<file path="config.mk">
export PLATFORM = sky130hd
export DESIGN_NAME = dmem_lsu_port
export DESIGN_NICKNAME = d
export VERILOG_FILES = /design/src/rtl/dmem_lsu_pkg.sv /design/src/rtl/dmem_byte_merge.sv /design/src/rtl/dmem_lsu_port.sv
export SDC_FILE = /design/constraint.sdc
export NUM_CORES = 1
export LEC_CHECK = 0
export CORE_MARGIN = 3
export CORE_UTILIZATION = 43
export DETAILED_ROUTE_END_ITERATION = 12
export HOLD_SLACK_MARGIN = 0.06
export PLACE_DENSITY_LB_ADDON = 0.05
export SLEW_MARGIN = 0
export SYNTH_ARGS = -nofsm -noshare
export SYNTH_HDL_FRONTEND = slang
export SYNTH_HIERARCHICAL = 1
export SYNTH_SLANG_ARGS = --single-unit
</file>
<file path="constraint.sdc">
create_clock -name clk_i -period 2.1 [get_ports clk_i]
set_clock_uncertainty 0.05 [all_clocks]
set_input_delay 0.315 -clock clk_i [delete_from_list [all_inputs] [get_ports clk_i]]
set_output_delay 0.315 -clock clk_i [all_outputs]
set_load 0.02 [all_outputs]
</file>
<file path="src/rtl/dmem_lsu_pkg.sv">
// -----------------------------------------------------------------------------
// dmem_lsu_pkg
// Shared types and constants for the data-memory LSU port.
//   state_e   : port FSM states (IDLE, RESP, MERGE)
//   BE_FULL   : byte-enable pattern of a full-word store
//   BE_NONE   : byte-enable pattern of an empty store
//   LANE_W    : width of one byte lane
//   NUM_LANES : byte lanes per data word
// -----------------------------------------------------------------------------
package dmem_lsu_pkg;

    typedef enum logic [1:0] {
        ST_IDLE  = 2'd0,
        ST_RESP  = 2'd1,
        ST_MERGE = 2'd2
    } state_e;

    localparam logic [3:0] BE_FULL   = 4'b1111;
    localparam logic [3:0] BE_NONE   = 4'b0000;
    localparam int         LANE_W    = 8;
    localparam int         NUM_LANES = 4;

endpackage

</file>
<file path="src/rtl/dmem_byte_merge.sv">
// -----------------------------------------------------------------------------
// dmem_byte_merge
// Combinational byte-lane merge for read-modify-write stores.
// Ports:
//   i_old_word : word currently held in RAM
//   i_new_word : lane-aligned store data
//   i_be       : byte enables, 1 = take lane from i_new_word
//   o_merged   : merged word to write back
// -----------------------------------------------------------------------------
module dmem_byte_merge
    import dmem_lsu_pkg::*;
(
    input  logic [LANE_W*NUM_LANES-1:0] i_old_word,
    input  logic [LANE_W*NUM_LANES-1:0] i_new_word,
    input  logic [NUM_LANES-1:0]        i_be,
    output logic [LANE_W*NUM_LANES-1:0] o_merged
);

    for (genvar g = 0; g < NUM_LANES; g++) begin : g_lane
        assign o_merged[g*LANE_W +: LANE_W] = i_be[g] ? i_new_word[g*LANE_W +: LANE_W]
                                                      : i_old_word[g*LANE_W +: LANE_W];
    end

endmodule

</file>
<file path="src/rtl/dmem_lsu_port.sv">
// -----------------------------------------------------------------------------
// dmem_lsu_port
// Initiator side of the data-memory port. Converts OBI-style core requests
// into accesses on a single-port, word-wide RAM with a registered read and no
// byte enables; sub-word stores are done as read-modify-write.
// Ports:
//   clk_i, rst_i                 : clock, synchronous active-high reset
//   data_req_i / data_gnt_o      : request handshake (grant is combinational)
//   data_we_i, data_be_i         : store flag and byte enables
//   data_addr_i, data_wdata_i    : byte address and lane-aligned store data
//   data_rvalid_o, data_rdata_o  : response valid and load data
//   data_err_o                   : access error (only with the address check)
//   mem_en_o, mem_wr_o           : RAM enable / write
//   mem_addr_o, mem_wdata_o      : RAM word address / write data
//   mem_rdata_i                  : RAM read data, one cycle after enable
// Configuration:
//   DMEM_ADDR_CHECK_EN : when defined, requests with nonzero address bits
//                        above the RAM range get an error response and make
//                        no RAM access. When undefined, those bits alias.
// -----------------------------------------------------------------------------
module dmem_lsu_port
    import dmem_lsu_pkg::*;
#(
    parameter int ADDR_WIDTH = 8,
    parameter int DATA_WIDTH = 32
) (
    input  logic                  clk_i,
    input  logic                  rst_i,
    input  logic                  data_req_i,
    output logic                  data_gnt_o,
    input  logic                  data_we_i,
    input  logic [3:0]            data_be_i,
    input  logic [31:0]           data_addr_i,
    input  logic [DATA_WIDTH-1:0] data_wdata_i,
    output logic                  data_rvalid_o,
    output logic [DATA_WIDTH-1:0] data_rdata_o,
    output logic                  data_err_o,
    output logic                  mem_en_o,
    output logic                  mem_wr_o,
    output logic [ADDR_WIDTH-1:0] mem_addr_o,
    output logic [DATA_WIDTH-1:0] mem_wdata_o,
    input  logic [DATA_WIDTH-1:0] mem_rdata_i
);

    state_e                r_state;
    logic                  r_rvalid;
    logic                  r_is_load;
    logic                  r_err;
    logic [DATA_WIDTH-1:0] r_rdata;
    logic [ADDR_WIDTH-1:0] r_addr;
    logic [3:0]            r_be;
    logic [DATA_WIDTH-1:0] r_wdata;

    state_e                w_state_nxt;
    logic                  w_rvalid_nxt;
    logic                  w_is_load_nxt;
    logic                  w_err_nxt;
    logic                  w_capture;
    logic                  w_gnt;
    logic                  w_mem_en;
    logic                  w_mem_wr;
    logic [ADDR_WIDTH-1:0] w_mem_addr;
    logic [DATA_WIDTH-1:0] w_mem_wdata;
    logic [DATA_WIDTH-1:0] w_merged;
    logic [DATA_WIDTH-1:0] w_rdata;
    logic [ADDR_WIDTH-1:0] w_word_addr;
    logic                  w_addr_bad;
    logic                  w_unused_bits;

    assign w_word_addr = data_addr_i[ADDR_WIDTH+1:2];

`ifdef DMEM_ADDR_CHECK_EN
    assign w_addr_bad    = |data_addr_i[31:ADDR_WIDTH+2];
    assign w_unused_bits = ^data_addr_i[1:0];
`else
    // Upper address bits are ignored, so out-of-range addresses alias.
    assign w_addr_bad    = 1'b0;
    assign w_unused_bits = ^{data_addr_i[31:ADDR_WIDTH+2], data_addr_i[1:0]};
`endif

    dmem_byte_merge u_merge (
        .i_old_word (mem_rdata_i),
        .i_new_word (r_wdata),
        .i_be       (r_be),
        .o_merged   (w_merged)
    );

    // Next-state, grant and RAM command decode.
    always_comb begin
        w_state_nxt   = ST_IDLE;
        w_rvalid_nxt  = 1'b0;
        w_is_load_nxt = 1'b0;
        w_err_nxt     = 1'b0;
        w_capture     = 1'b0;
        w_gnt         = 1'b0;
        w_mem_en      = 1'b0;
        w_mem_wr      = 1'b0;
        w_mem_addr    = w_word_addr;
        w_mem_wdata   = data_wdata_i;
        case (r_state)
            ST_IDLE, ST_RESP: begin
                // No grant while in reset: the request would be dropped
                // without a response.
                if (data_req_i && !rst_i) begin
                    w_gnt        = 1'b1;
                    w_state_nxt  = ST_RESP;
                    w_rvalid_nxt = 1'b1;
                    if (w_addr_bad) begin
                        w_err_nxt = 1'b1;
                    end else if (!data_we_i) begin
                        w_mem_en      = 1'b1;
                        w_is_load_nxt = 1'b1;
                    end else if (data_be_i == BE_FULL) begin
                        w_mem_en = 1'b1;
                        w_mem_wr = 1'b1;
                    end else if (data_be_i != BE_NONE) begin
                        // Partial store: read old word now, write merged next.
                        w_mem_en     = 1'b1;
                        w_capture    = 1'b1;
                        w_rvalid_nxt = 1'b0;
                        w_state_nxt  = ST_MERGE;
                    end else begin
                        // Empty store: respond without touching the RAM.
                        w_mem_en = 1'b0;
                    end
                end else begin
                    w_state_nxt = ST_IDLE;
                end
            end
            ST_MERGE: begin
                // A reset arriving here must not commit the pending write.
                w_mem_en     = !rst_i;
                w_mem_wr     = !rst_i;
                w_mem_addr   = r_addr;
                w_mem_wdata  = w_merged;
                w_state_nxt  = ST_RESP;
                w_rvalid_nxt = 1'b1;
            end
            default: begin
                w_state_nxt = ST_IDLE;
            end
        endcase
    end

    // Load responses take the RAM output directly; stores return zero;
    // with no response the last value is held.
    always_comb begin
        w_rdata = r_rdata;
        if (r_rvalid) begin
            w_rdata = r_is_load ? mem_rdata_i : {DATA_WIDTH{1'b0}};
        end else begin
            w_rdata = r_rdata;
        end
    end

    // State, response and pending partial-store registers.
    always_ff @(posedge clk_i) begin
        if (rst_i) begin
            r_state   <= ST_IDLE;
            r_rvalid  <= 1'b0;
            r_is_load <= 1'b0;
            r_err     <= 1'b0;
            r_rdata   <= {DATA_WIDTH{1'b0}};
            r_addr    <= {ADDR_WIDTH{1'b0}};
            r_be      <= 4'b0000;
            r_wdata   <= {DATA_WIDTH{1'b0}};
        end else begin
            r_state   <= w_state_nxt;
            r_rvalid  <= w_rvalid_nxt;
            r_is_load <= w_is_load_nxt;
            r_err     <= w_err_nxt;
            r_rdata   <= w_rdata;
            if (w_capture) begin
                r_addr  <= w_word_addr;
                r_be    <= data_be_i;
                r_wdata <= data_wdata_i;
            end else begin
                r_addr  <= r_addr;
                r_be    <= r_be;
                r_wdata <= r_wdata;
            end
        end
    end

    assign data_gnt_o    = w_gnt;
    assign data_rvalid_o = r_rvalid;
    assign data_rdata_o  = w_rdata;
    assign data_err_o    = r_err;
    assign mem_en_o      = w_mem_en;
    assign mem_wr_o      = w_mem_wr;
    assign mem_addr_o    = w_mem_addr;
    assign mem_wdata_o   = w_mem_wdata;

endmodule

</file>
---- Word level (Yosys, flattened, before mapping) ----
Cells that the tools add are included.
W data, S select, Z words.
word-level totals
  register bits ........................... 80
  input port bits ......................... 104
  output and inout port bits .............. 77
operators by class
  eq/ne operators ......................... 3
  mux-type cells .......................... 34
  bitwise operators ....................... 2
  reduce and logical (&&, ||, !) cells .... 6
operators by type and width
  kind                  count
  $mux W32              3
  $mux W8               5
  $mux W1               18
  $mux W2               4
  $pmux W1 S2           3
  $eq A4 B4 Y1 const B  1
  $pmux W2 S2           1
  $reduce_bool A4 Y1    1
  $reduce_or A3 Y1      1
  $eq A2 B1 Y1 const B  1
  $eq A2 B2 Y1 const B  1
  $logic_not A2 Y1      1
  $not A1 Y1            2
  $reduce_or A2 Y1      1
  $logic_and A1 B1 Y1   1
  $logic_not A1 Y1      1

---- Logic depth before layout (Yosys ltp) ----
Gate-level depths: netlist (run 1).
  depth after elaboration ................. 6
  gate-level depth with buffers ........... 7

---- Hierarchy ----
The synthesis (run 1) kept the hierarchy.
by module, submodules not included
  module           times used  cells each  area each (µm²)  seq. area each (µm²)
  dmem_lsu_port    1           468         3827.4           1581.5
  dmem_byte_merge  1           36          525.5            0.0

---- Least setup slack after synthesis (run 1) ----
OpenSTA, ideal clock, no wires.
  path type ............................... input -> output
  start ................................... input port rst_i
  end ..................................... output port mem_wr_o
  data arrival time ....................... 1.439 ns
  slack ................................... 0.296 ns
  stages .................................. 5
  path buffers ............................ 2
  cell sequence ........................... clkbuf_1 > clkbuf_1 > nor2_1 > nand2_1 > o32ai_1
on the way
  cells in the longest elaborated chain, start to end .. 4
RTL lines
  item                 RTL line                                    source
  from (decl)          dmem_lsu_port.sv:28                         input logic rst_i,
  $logic_not A1 Y1 *   dmem_lsu_port.sv:104, dmem_lsu_port.sv:133
  $logic_and A1 B1 Y1  dmem_lsu_port.sv:104                        if (data_req_i && !rst_i) begin
  $mux W1              dmem_lsu_port.sv:104
  $pmux W1 S2 *        dmem_lsu_port.sv:100                        case (r_state)
  to (decl)            dmem_lsu_port.sv:39                         output logic mem_wr_o,
Mark *: on every way between the ends. The rest lies on a longest branch, timed or not.

---- Final worst setup path (run 1) ----
  start ................................... input port data_be_i[3]
  end ..................................... output port mem_en_o
on the way
  cells in the longest elaborated chain, start to end .. 6
RTL lines
  item                RTL line              source
  from (decl)         dmem_lsu_port.sv:32   input logic [3:0] data_be_i,
  $reduce_bool A4 Y1  dmem_lsu_port.sv:116  end else if (data_be_i != BE_NONE) begin
  $mux W1             dmem_lsu_port.sv:116
  $mux W1 *           dmem_lsu_port.sv:113  end else if (data_be_i == BE_FULL) begin
  $mux W1 *           dmem_lsu_port.sv:110  end else if (!data_we_i) begin
  $mux W1 *           dmem_lsu_port.sv:104
  $pmux W1 S2 *       dmem_lsu_port.sv:100
  to (decl)           dmem_lsu_port.sv:38   output logic mem_en_o,
Marks and branches as above.

==> impl_metrics.json, run 1 <==
{
  "drcViolationCount": 0,
  "worst_setup_path_end_kind": "output pin",
  "fin_tns_setup_ns": 0,
  "synth_compound_gate_area_share_pct": 4.71,
  "viasPerCell": 4.80,
  "yosys.area_share.simple_pct": 29.0,
  "grt_max_degree": 37,
  "finalWorstSetupSlack_ns": 0.000767,
  "min_path_cells": 3,
  "reg2reg_depth": 4,
  "num_rows": 36,
  "rr_startpoint": "r_state[1]",
  "r2r_setup_slack_ns": 0.49,
  "die_area_um2": 11400,
  "fin_crit_ns": 2.10,
  "drt_iter0_drc": 104,
  "power_density_nw_per_um2": 579,
  "ir_drop_v": 0.000320,
  "grt_pass1_wl_mm": 18.9,
  "rsz0062_at_grt": "true",
  "grt_pass1_vias": 3863,
  "fp.dieH_um": 107,
  "antenna_found_initial": 0,
  "synthMostInstantiatedCell": "nand2_1",
  "yosysSeqAreaShare_pct": 36.3,
  "cp.arrival_ns": 1.73,
  "ys_types": 25,
  "avgSynthCellArea_um2": 8.64,
  "htree_levels": 3,
  "leakage_uw": 0.00305,
  "start_util_pct": 44.3,
  "async_reset_ff_share_pct": 0,
  "clk_path_buf_depth": 2,
  "fmax_ghz": 0.476,
  "synth_common_cells": "nand2_1, dfxtp_1, mux2_4, nor2b_1, nand2b_1",
  "clock_sinks": 79,
  "core_um2": 9820,
  "dr_total_vias": 3867,
  "synthAdderAreaFrac_pct": 0,
  "antenna_cells": 0,
  "final_antenna_net_count": 0,
  "hp-start": "rst_i",
  "root_buffer": "clkbuf_8",
  "grt_usage_pct": 20.7,
  "required_ns": 1.74,
  "finalSetupViolations": 0,
  "die_w_um": 107,
  "crit_slowest_cell": "or4_4",
  "synth_seq_cells": 79,
  "path_clk_slew_ns": 0.07,
  "cp_slowest_stage_delay_ns": 0.54,
  "synthMuxAreaShare_pct": 24.4,
  "grt_overflow_total": 0,
  "io_buffers": 155,
  "place_hpwl_mm": 8.52,
  "area_growth_pct": 45.6,
  "reg2reg_to": "r_addr[5]",
  "netlist.area_leader.share_pct": 36.3,
  "dr.pass1.iters": 4,
  "drv_slew": 0,
  "status": "finished clean",
  "drive_gt1_share_pct": 19.8,
  "path_common_cell": "o21ai_0",
  "crit_type": "in2out",
  "power_uw": 3670,
  "pre_cts_ws_ns": -0.381,
  "cp_max_fo": 2,
  "synth_ff_type": "dfxtp_1",
  "hp-class": "in2reg",
  "wl_per_cell_um": 14.5,
  "start_kind": "input port",
  "syn_area_um2": 4350,
  "ys_warn_count": 6,
  "synth_top_family_by_area": "simple AND/OR/NAND/NOR gates",
  "whs_endpoint": "r_rdata[3]",
  "gp_congestion": 0.812,
  "cts_tree": "yes",
  "finalCritPeriodShare_pct": 100,
  "drv_cap": 0,
  "cts_buffers": 9,
  "place_area_um2": 6180,
  "yosys.area.top_type": "dfxtp_1",
  "finalHoldViolations": 0,
  "synthCells": 504,
  "synth_edf_count": 0,
  "fin_nets": 771,
  "fin_util_pct": 64.5,
  "insertion_delay_ns": 0.35,
  "syn-num-nets": 608,
  "fin_area_um2": 6340,
  "synth_xor_area_share_pct": 0,
  "yosys-top-cells-area": "dfxtp_1, mux2_4, nand2_1, nor2b_1, nand2b_1",
  "cp_cell_sequence": "clkdlybuf4s50_1 > or4_4 > o21ai_0 > o21ai_0 > buf_2",
  "ios": 181,
  "drt_wl_total_mm": 11.7
}
[worst max-delay path, delay by kind of cell]
family                 cells  cell delay [ns]
AOI/OAI and AO/OA          2             0.27
buffers and inverters      2             0.60
and+or+nand+nor            1             0.54
[worst max path at each step]
stage / startpoint / cells past startpoint / slack [ns] / end
global route: data_be_i[3] / 5 / -0.04 / mem_en_o
detailed placement: data_be_i[3] / 5 / -0.38 / mem_en_o
global placement: data_be_i[3] / 5 / -0.38 / mem_en_o
floorplan: rst_i / 5 / 0.30 / mem_wr_o
finish: data_be_i[3] / 5 / 0.0008 / mem_en_o
CTS: data_be_i[3] / 5 / -0.15 / mem_en_o
[logic make-up after synthesis]
family | after synthesis
muxes | 72
buffers and inverters | 37
AOI/OAI and AO/OA | 40
and+or+nand+nor | 275
DFF | 79
other | 1
[power breakdown]
group          switching [uW]  total, uW  leakage, uW  internal [uW]
registers                26.4       1580     0.000643           1550
logic                     351        801      0.00229            449
clock network             554       1290     0.000114            735
total                     932       3670      0.00305           2740
[cell type report]
type / instances / area, um2
multi-input cells: 388 / 2560
flip-flops and latches: 79 / 1580
inverters: 2 / 7.51
well taps: 133 / 166
clock inverters: 3 / 65.1
repair buffers: 187 / 1800
fillers: 921 / 3480
clock buffers: 13 / 159
[sequential cells by signal, summed over array words and instances, names as in the netlist]
name       flops
r_addr         8
r_be           4
r_is_load      1
r_rdata       32
r_state        2
r_wdata       32
[per-stage QoR]
stage	instances	hold slack (ns)
after floorplan	504	0.337
after global placement	788	0.414
after detailed placement	788	0.418
after CTS	805	0.371
after global routing	805	0.412
final	805	0.416
[per-layer routing]
metal	track usage (%)	share of wire, %	up-vias
met1	26.3	46	1805
met5	0	0	-
li1	-	-	1939
met4	7.85	1.4	0
met2	34.2	47	108
met3	4.94	5.9	15
[what timing repair did]
action | CTS | global route
endpoints found under the setup margin | 74 | 50
setup buffers | 1 | 0
hold buffers | 0 | 0
cloned | 0 | 0
gates resized for setup | 85 | 16
[layout by cell type (no fill, tap or decap), drive strengths merged, types with 4 or more instances in the layout]
cell type,Yosys,layout
o21ai,6,6
mux2,72,72
a21oi,32,32
clkbuf,24,16
clkdlybuf4s15,0,8
dlygate4sd2,0,62
clkdlybuf4s50,0,79
nor2b,41,41
dfxtp,79,79
nand2b,37,37
nand2,185,185
nand3,4,4
buf,11,34
Note: power is estimated with default switching activity, not from simulation.
==> run 2, diff against run 1 <==
--- a/config.mk
+++ b/config.mk
@@ -5,6 +5,7 @@
 export SDC_FILE = /design/constraint.sdc
 export NUM_CORES = 1
 export LEC_CHECK = 0
+export CORE_ASPECT_RATIO = 0.8
 export CORE_MARGIN = 3
 export CORE_UTILIZATION = 43
 export DETAILED_ROUTE_END_ITERATION = 12
==> constraint.sdc (replaced) <==
create_clock -name clk_i -period 2 [get_ports clk_i]
set_clock_uncertainty 0.05 [all_clocks]
set_input_delay 0.3 -clock clk_i [delete_from_list [all_inputs] [get_ports clk_i]]
set_output_delay 0.3 -clock clk_i [all_outputs]
set_load 0.02 [all_outputs]
==> impl_metrics.json, run 2 (synthesis results as in run 1) <==
{
  "root_buffer": "clkbuf_16",
  "leakage_uw": 0.00296,
  "status": "finished with violations",
  "insertion_delay_ns": 0.33,
  "whs_endpoint": "r_is_load",
  "drt_wl_total_mm": 11.9,
  "hp-class": "in2reg",
  "num_rows": 32,
  "clock_sinks": 79,
  "finalHoldViolations": 0,
  "core_um2": 9770,
  "reg2reg_to": "r_wdata[1]",
  "dr_total_vias": 3859,
  "min_path_cells": 5,
  "hp-start": "rst_i",
  "grt_usage_pct": 21.1,
  "finalWorstSetupSlack_ns": -0.00826,
  "fp.dieH_um": 96.0,
  "die_w_um": 118,
  "drv_slew": 0,
  "power_density_nw_per_um2": 656,
  "grt_max_degree": 34,
  "cp_max_fo": 3,
  "required_ns": 1.65,
  "power_uw": 4120,
  "viasPerCell": 4.76,
  "clk_path_buf_depth": 2,
  "wl_per_cell_um": 14.7,
  "grt_overflow_total": 0,
  "cp.arrival_ns": 1.66,
  "crit_type": "in2out",
  "htree_levels": 3,
  "rr_startpoint": "r_state[1]",
  "finalCritPeriodShare_pct": 100,
  "p_sw_uw": 1060,
  "r2r_setup_slack_ns": 0.42,
  "grt_pass1_wl_mm": 19.3,
  "finalSetupViolations": 1,
  "antenna_cells": 0,
  "grt_pass1_vias": 3964,
  "failed_checks": "negative setup slack",
  "fin_nets": 774,
  "swShare_pct": 25.7,
  "fmax_ghz": 0.498,
  "drive_gt1_share_pct": 26.7,
  "ios": 181,
  "seqPwrFrac_pct": 40.4,
  "final_antenna_net_count": 0,
  "whs_ns": 0.376,
  "worst_setup_path_end_kind": "output pin",
  "dr.pass1.iters": 4,
  "ir_drop_v": 0.000418,
  "pre_cts_ws_ns": -0.491,
  "fin_crit_ns": 2.01,
  "start_kind": "input port",
  "place_hpwl_mm": 8.75,
  "p_int_uw": 3060,
  "combPwrFrac_pct": 20.5,
  "fin_util_pct": 64.2,
  "clock_power_share_pct": 39.2,
  "path_clk_slew_ns": 0.05,
  "cts_tree": "yes",
  "start_util_pct": 44.6,
  "drt_iter0_drc": 159,
  "gp_congestion": 0.808,
  "cts_buffers": 9,
  "largest_registers": "r_rdata: 32 flops, r_wdata: 32 flops, r_addr: 8 flops",
  "rsz0062_at_grt": "true",
  "area_growth_pct": 44.1,
  "antenna_found_initial": 0,
  "drv_cap": 0,
  "drcViolationCount": 0,
  "io_buffers": 155,
  "layout_common_cells": "nand2_1, clkdlybuf4s50_1, dfxtp_1",
  "reg2reg_depth": 4,
  "die_area_um2": 11400,
  "final_common_cell": "nand2_1"
}
run 2: repair_timing:
item	CTS	global route
gates resized for setup	102	105
hold buffers	0	0
buffers inserted	0	0
endpoints found under the setup margin	75	73
run 2: how the worst max path moves through the flow:
stage                  from             to  cells past startpoint
2_1_floorplan         rst_i       mem_wr_o                      5
3_3_place_gp   data_be_i[3]       mem_en_o                      5
3_5_place_dp   data_be_i[3]       mem_en_o                      5
6_report       data_be_i[3]       mem_en_o                      5
4_1_cts        data_be_i[3]       mem_en_o                      5
5_1_grt          r_state[0]  data_rvalid_o                      2
run 2: power groups by stage:
stage | logic (uW) | registers (uW) | clock network, uW
floorplan | 471 | 1690 | 0
finish | 842 | 1660 | 1610
global route | 903 | 1670 | 1720
global placement | 891 | 1690 | 0
CTS | 857 | 1660 | 1650
detailed placement | 899 | 1690 | 0
run 2: stage by stage:
| stage | area (um2) | cells | TNS (ns) |
|---|---|---|---|
| finish | 6270 | 810 | -0.00826 |
| global placement | 6190 | 795 | -6.83 |
| CTS | 6410 | 810 | -0.240 |
| detailed placement | 6190 | 795 | -7.81 |
| global route | 6270 | 810 | -0.605 |
| floorplan | 4350 | 504 | 0 |
run 2: cell type report:
class                      count  area [um2]
fill                         907        3500
multi-input combinational    388        2560
timing repair buffer         190        1660
sequential                    79        1580
clock buffer                  10         229
tap                          136         170
clock inverter                 5        58.8
inverter                       2        7.51
run 2: worst max-delay path, cell delays in order:
cell	delay [ns]
clkdlybuf4s50_1	0.43
or4_4	0.57
o21ai_2	0.12
o21ai_1	0.08
buf_2	0.16
run 2: routing by layer:
metal  track usage, %  vias to the layer above  part of all wire [%]
met4             6.27                        0                   1.4
met5                0                        -                     0
met3             5.35                       15                   5.9
li1                 -                     1947                     -
met2             36.4                      116                    47
met1             26.5                     1781                    45
==> run 3, diff against run 2 <==
--- a/config.mk
+++ b/config.mk
@@ -7,10 +7,10 @@
 export LEC_CHECK = 0
 export CORE_ASPECT_RATIO = 0.8
 export CORE_MARGIN = 3
-export CORE_UTILIZATION = 43
+export CORE_UTILIZATION = 45
 export DETAILED_ROUTE_END_ITERATION = 12
+export DONT_BUFFER_PORTS = 1
 export HOLD_SLACK_MARGIN = 0.06
-export PLACE_DENSITY_LB_ADDON = 0.05
 export SLEW_MARGIN = 0
 export SYNTH_ARGS = -nofsm -noshare
 export SYNTH_HDL_FRONTEND = slang
==> impl_metrics.json, run 3 (synthesis results as in run 1) <==
{
  "grt_overflow_total": 0,
  "drv_cap": 0,
  "crit_type": "reg2out",
  "start_kind": "register",
  "place_hpwl_mm": 7.06,
  "root_buffer": "clkbuf_16",
  "cp_max_fo": 9,
  "status": "finished clean",
  "fill_cells": 820,
  "fp.dieH_um": 94.0,
  "p_int_uw": 2990,
  "clk_path_buf_depth": 2,
  "hp-class": "in2reg",
  "final_common_cell": "nand2_1",
  "die_w_um": 116,
  "rsz0062_at_grt": "false",
  "wl_per_cell_um": 17.4,
  "final_antenna_net_count": 0,
  "antenna_found_initial": 0,
  "pre_cts_ws_ns": 0.0406,
  "layout_common_cells": "nand2_1, dfxtp_1, mux2_4",
  "cp.arrival_ns": 1.58,
  "drt_iter0_drc": 121,
  "leakage_uw": 0.00239,
  "power_density_nw_per_um2": 763,
  "gp_congestion": 0.766,
  "p_sw_uw": 961,
  "fmax_ghz": 0.519,
  "fin_crit_ns": 1.93,
  "dr.pass1.iters": 4,
  "required_ns": 1.65,
  "drive_gt1_share_pct": 20.3,
  "die_area_um2": 10900,
  "ir_drop_v": 0.000505,
  "num_rows": 31,
  "worst_setup_path_end_kind": "output pin",
  "power_uw": 3950,
  "grt_pass1_vias": 3531,
  "clock_power_share_pct": 42.8,
  "drcViolationCount": 0,
  "grt_max_degree": 50,
  "largest_registers": "r_rdata: 32 flops, r_wdata: 32 flops, r_addr: 8 flops",
  "path_clk_slew_ns": 0.06,
  "grt_usage_pct": 20.7,
  "grt_pass1_wl_mm": 17.7,
  "finalCritPeriodShare_pct": 96.3,
  "relSlewSlack_pct": 46.1,
  "drt_wl_total_mm": 11.5,
  "finalWorstSetupSlack_ns": 0.0730,
  "fin_util_pct": 56.1,
  "io_buffers": 0,
  "drv_slew": 0,
  "area_growth_pct": 19.0,
  "insertion_delay_ns": 0.32,
  "ios": 181,
  "viasPerCell": 5.21,
  "core_um2": 9230,
  "fin_tns_setup_ns": 0,
  "cts_tree": "yes",
  "finalHoldViolations": 0,
  "dr_total_vias": 3430,
  "antenna_cells": 0,
  "seqPwrFrac_pct": 42.1,
  "tightest_slew_ns": 0.809,
  "clock_sinks": 79,
  "cts_buffers": 9,
  "start_util_pct": 47.2,
  "swShare_pct": 24.3,
  "whs_ns": 0.0735,
  "fin_nets": 642,
  "htree_levels": 3,
  "finalSetupViolations": 0,
  "combPwrFrac_pct": 15.1
}
==> run 3: cell types whose count changed in the layout (fill, tap and decap cells not counted), sizes merged, moves of 2 or more <==
cell           delta
dlygate4sd3      +41
buf              -22
clkdlybuf4s15    -23
clkdlybuf4s50    -79
clkinvlp          -2
clkbuf           -41
dlygate4sd2       -6
==> run 3: through the flow <==
step / cell area [um2] / instances
final: 5180 / 658
after global placement: 4430 / 599
after detailed placement: 4430 / 599
after CTS: 5170 / 657
after global routing: 5180 / 658
after floorplan: 4350 / 504
==> run 3: path summary, 6_finish.rpt <==
path,cells after the start,from,endpoint,slack [ns]
worst min register to register,2,r_rdata[29],r_rdata[29],0.43
worst max register to register,3,r_state[1],r_wdata[2],0.11
worst max-delay path,3,r_be[2],mem_wdata_o[19],0.07
worst min-delay path,2,data_be_i[0],r_be[0],0.07
==> run 3: critical path: stages (launching register included) <==
cell     delay, ns
dfxtp_1       0.69
mux2_4        0.35
nand2_1       0.06
nand2_1       0.15
==> run 3: layout make-up <==
class,instances,area [um2],share of cell area (%)
clock buffers,13,270,5.22
clock inverters,3,40.0,0.773
inverters,2,7.51,0.145
multi-input cells,389,2560,49.4
flip-flops and latches,79,1580,30.5
well taps,115,144,2.78
repair buffers,57,581,11.2
==> run 3: repair_timing <==
action / CTS / global route
hold buffers: 42 / 0
buffers inserted: 0 / 0
gates resized for setup: 0 / 2
setup endpoints to repair: 0 / 18
hold endpoints to repair: 74 / 0
==> run 3: power groups by stage <==
stage	Clock (uW)	Sequential (uW)	Combinational, uW
after floorplan	0	1690	471
after global placement	0	1690	502
after detailed placement	0	1700	507
after CTS	1740	1660	594
after global routing	1810	1670	637
final	1690	1660	597
==> run 3: layer usage <==
layer	up-vias	track usage [%]	routed length (um)
met5	-	0	0
met4	0	6.09	133
met3	13	6.95	826
met2	101	34.8	5430
met1	1621	25.2	5070
li1	1695	-	-
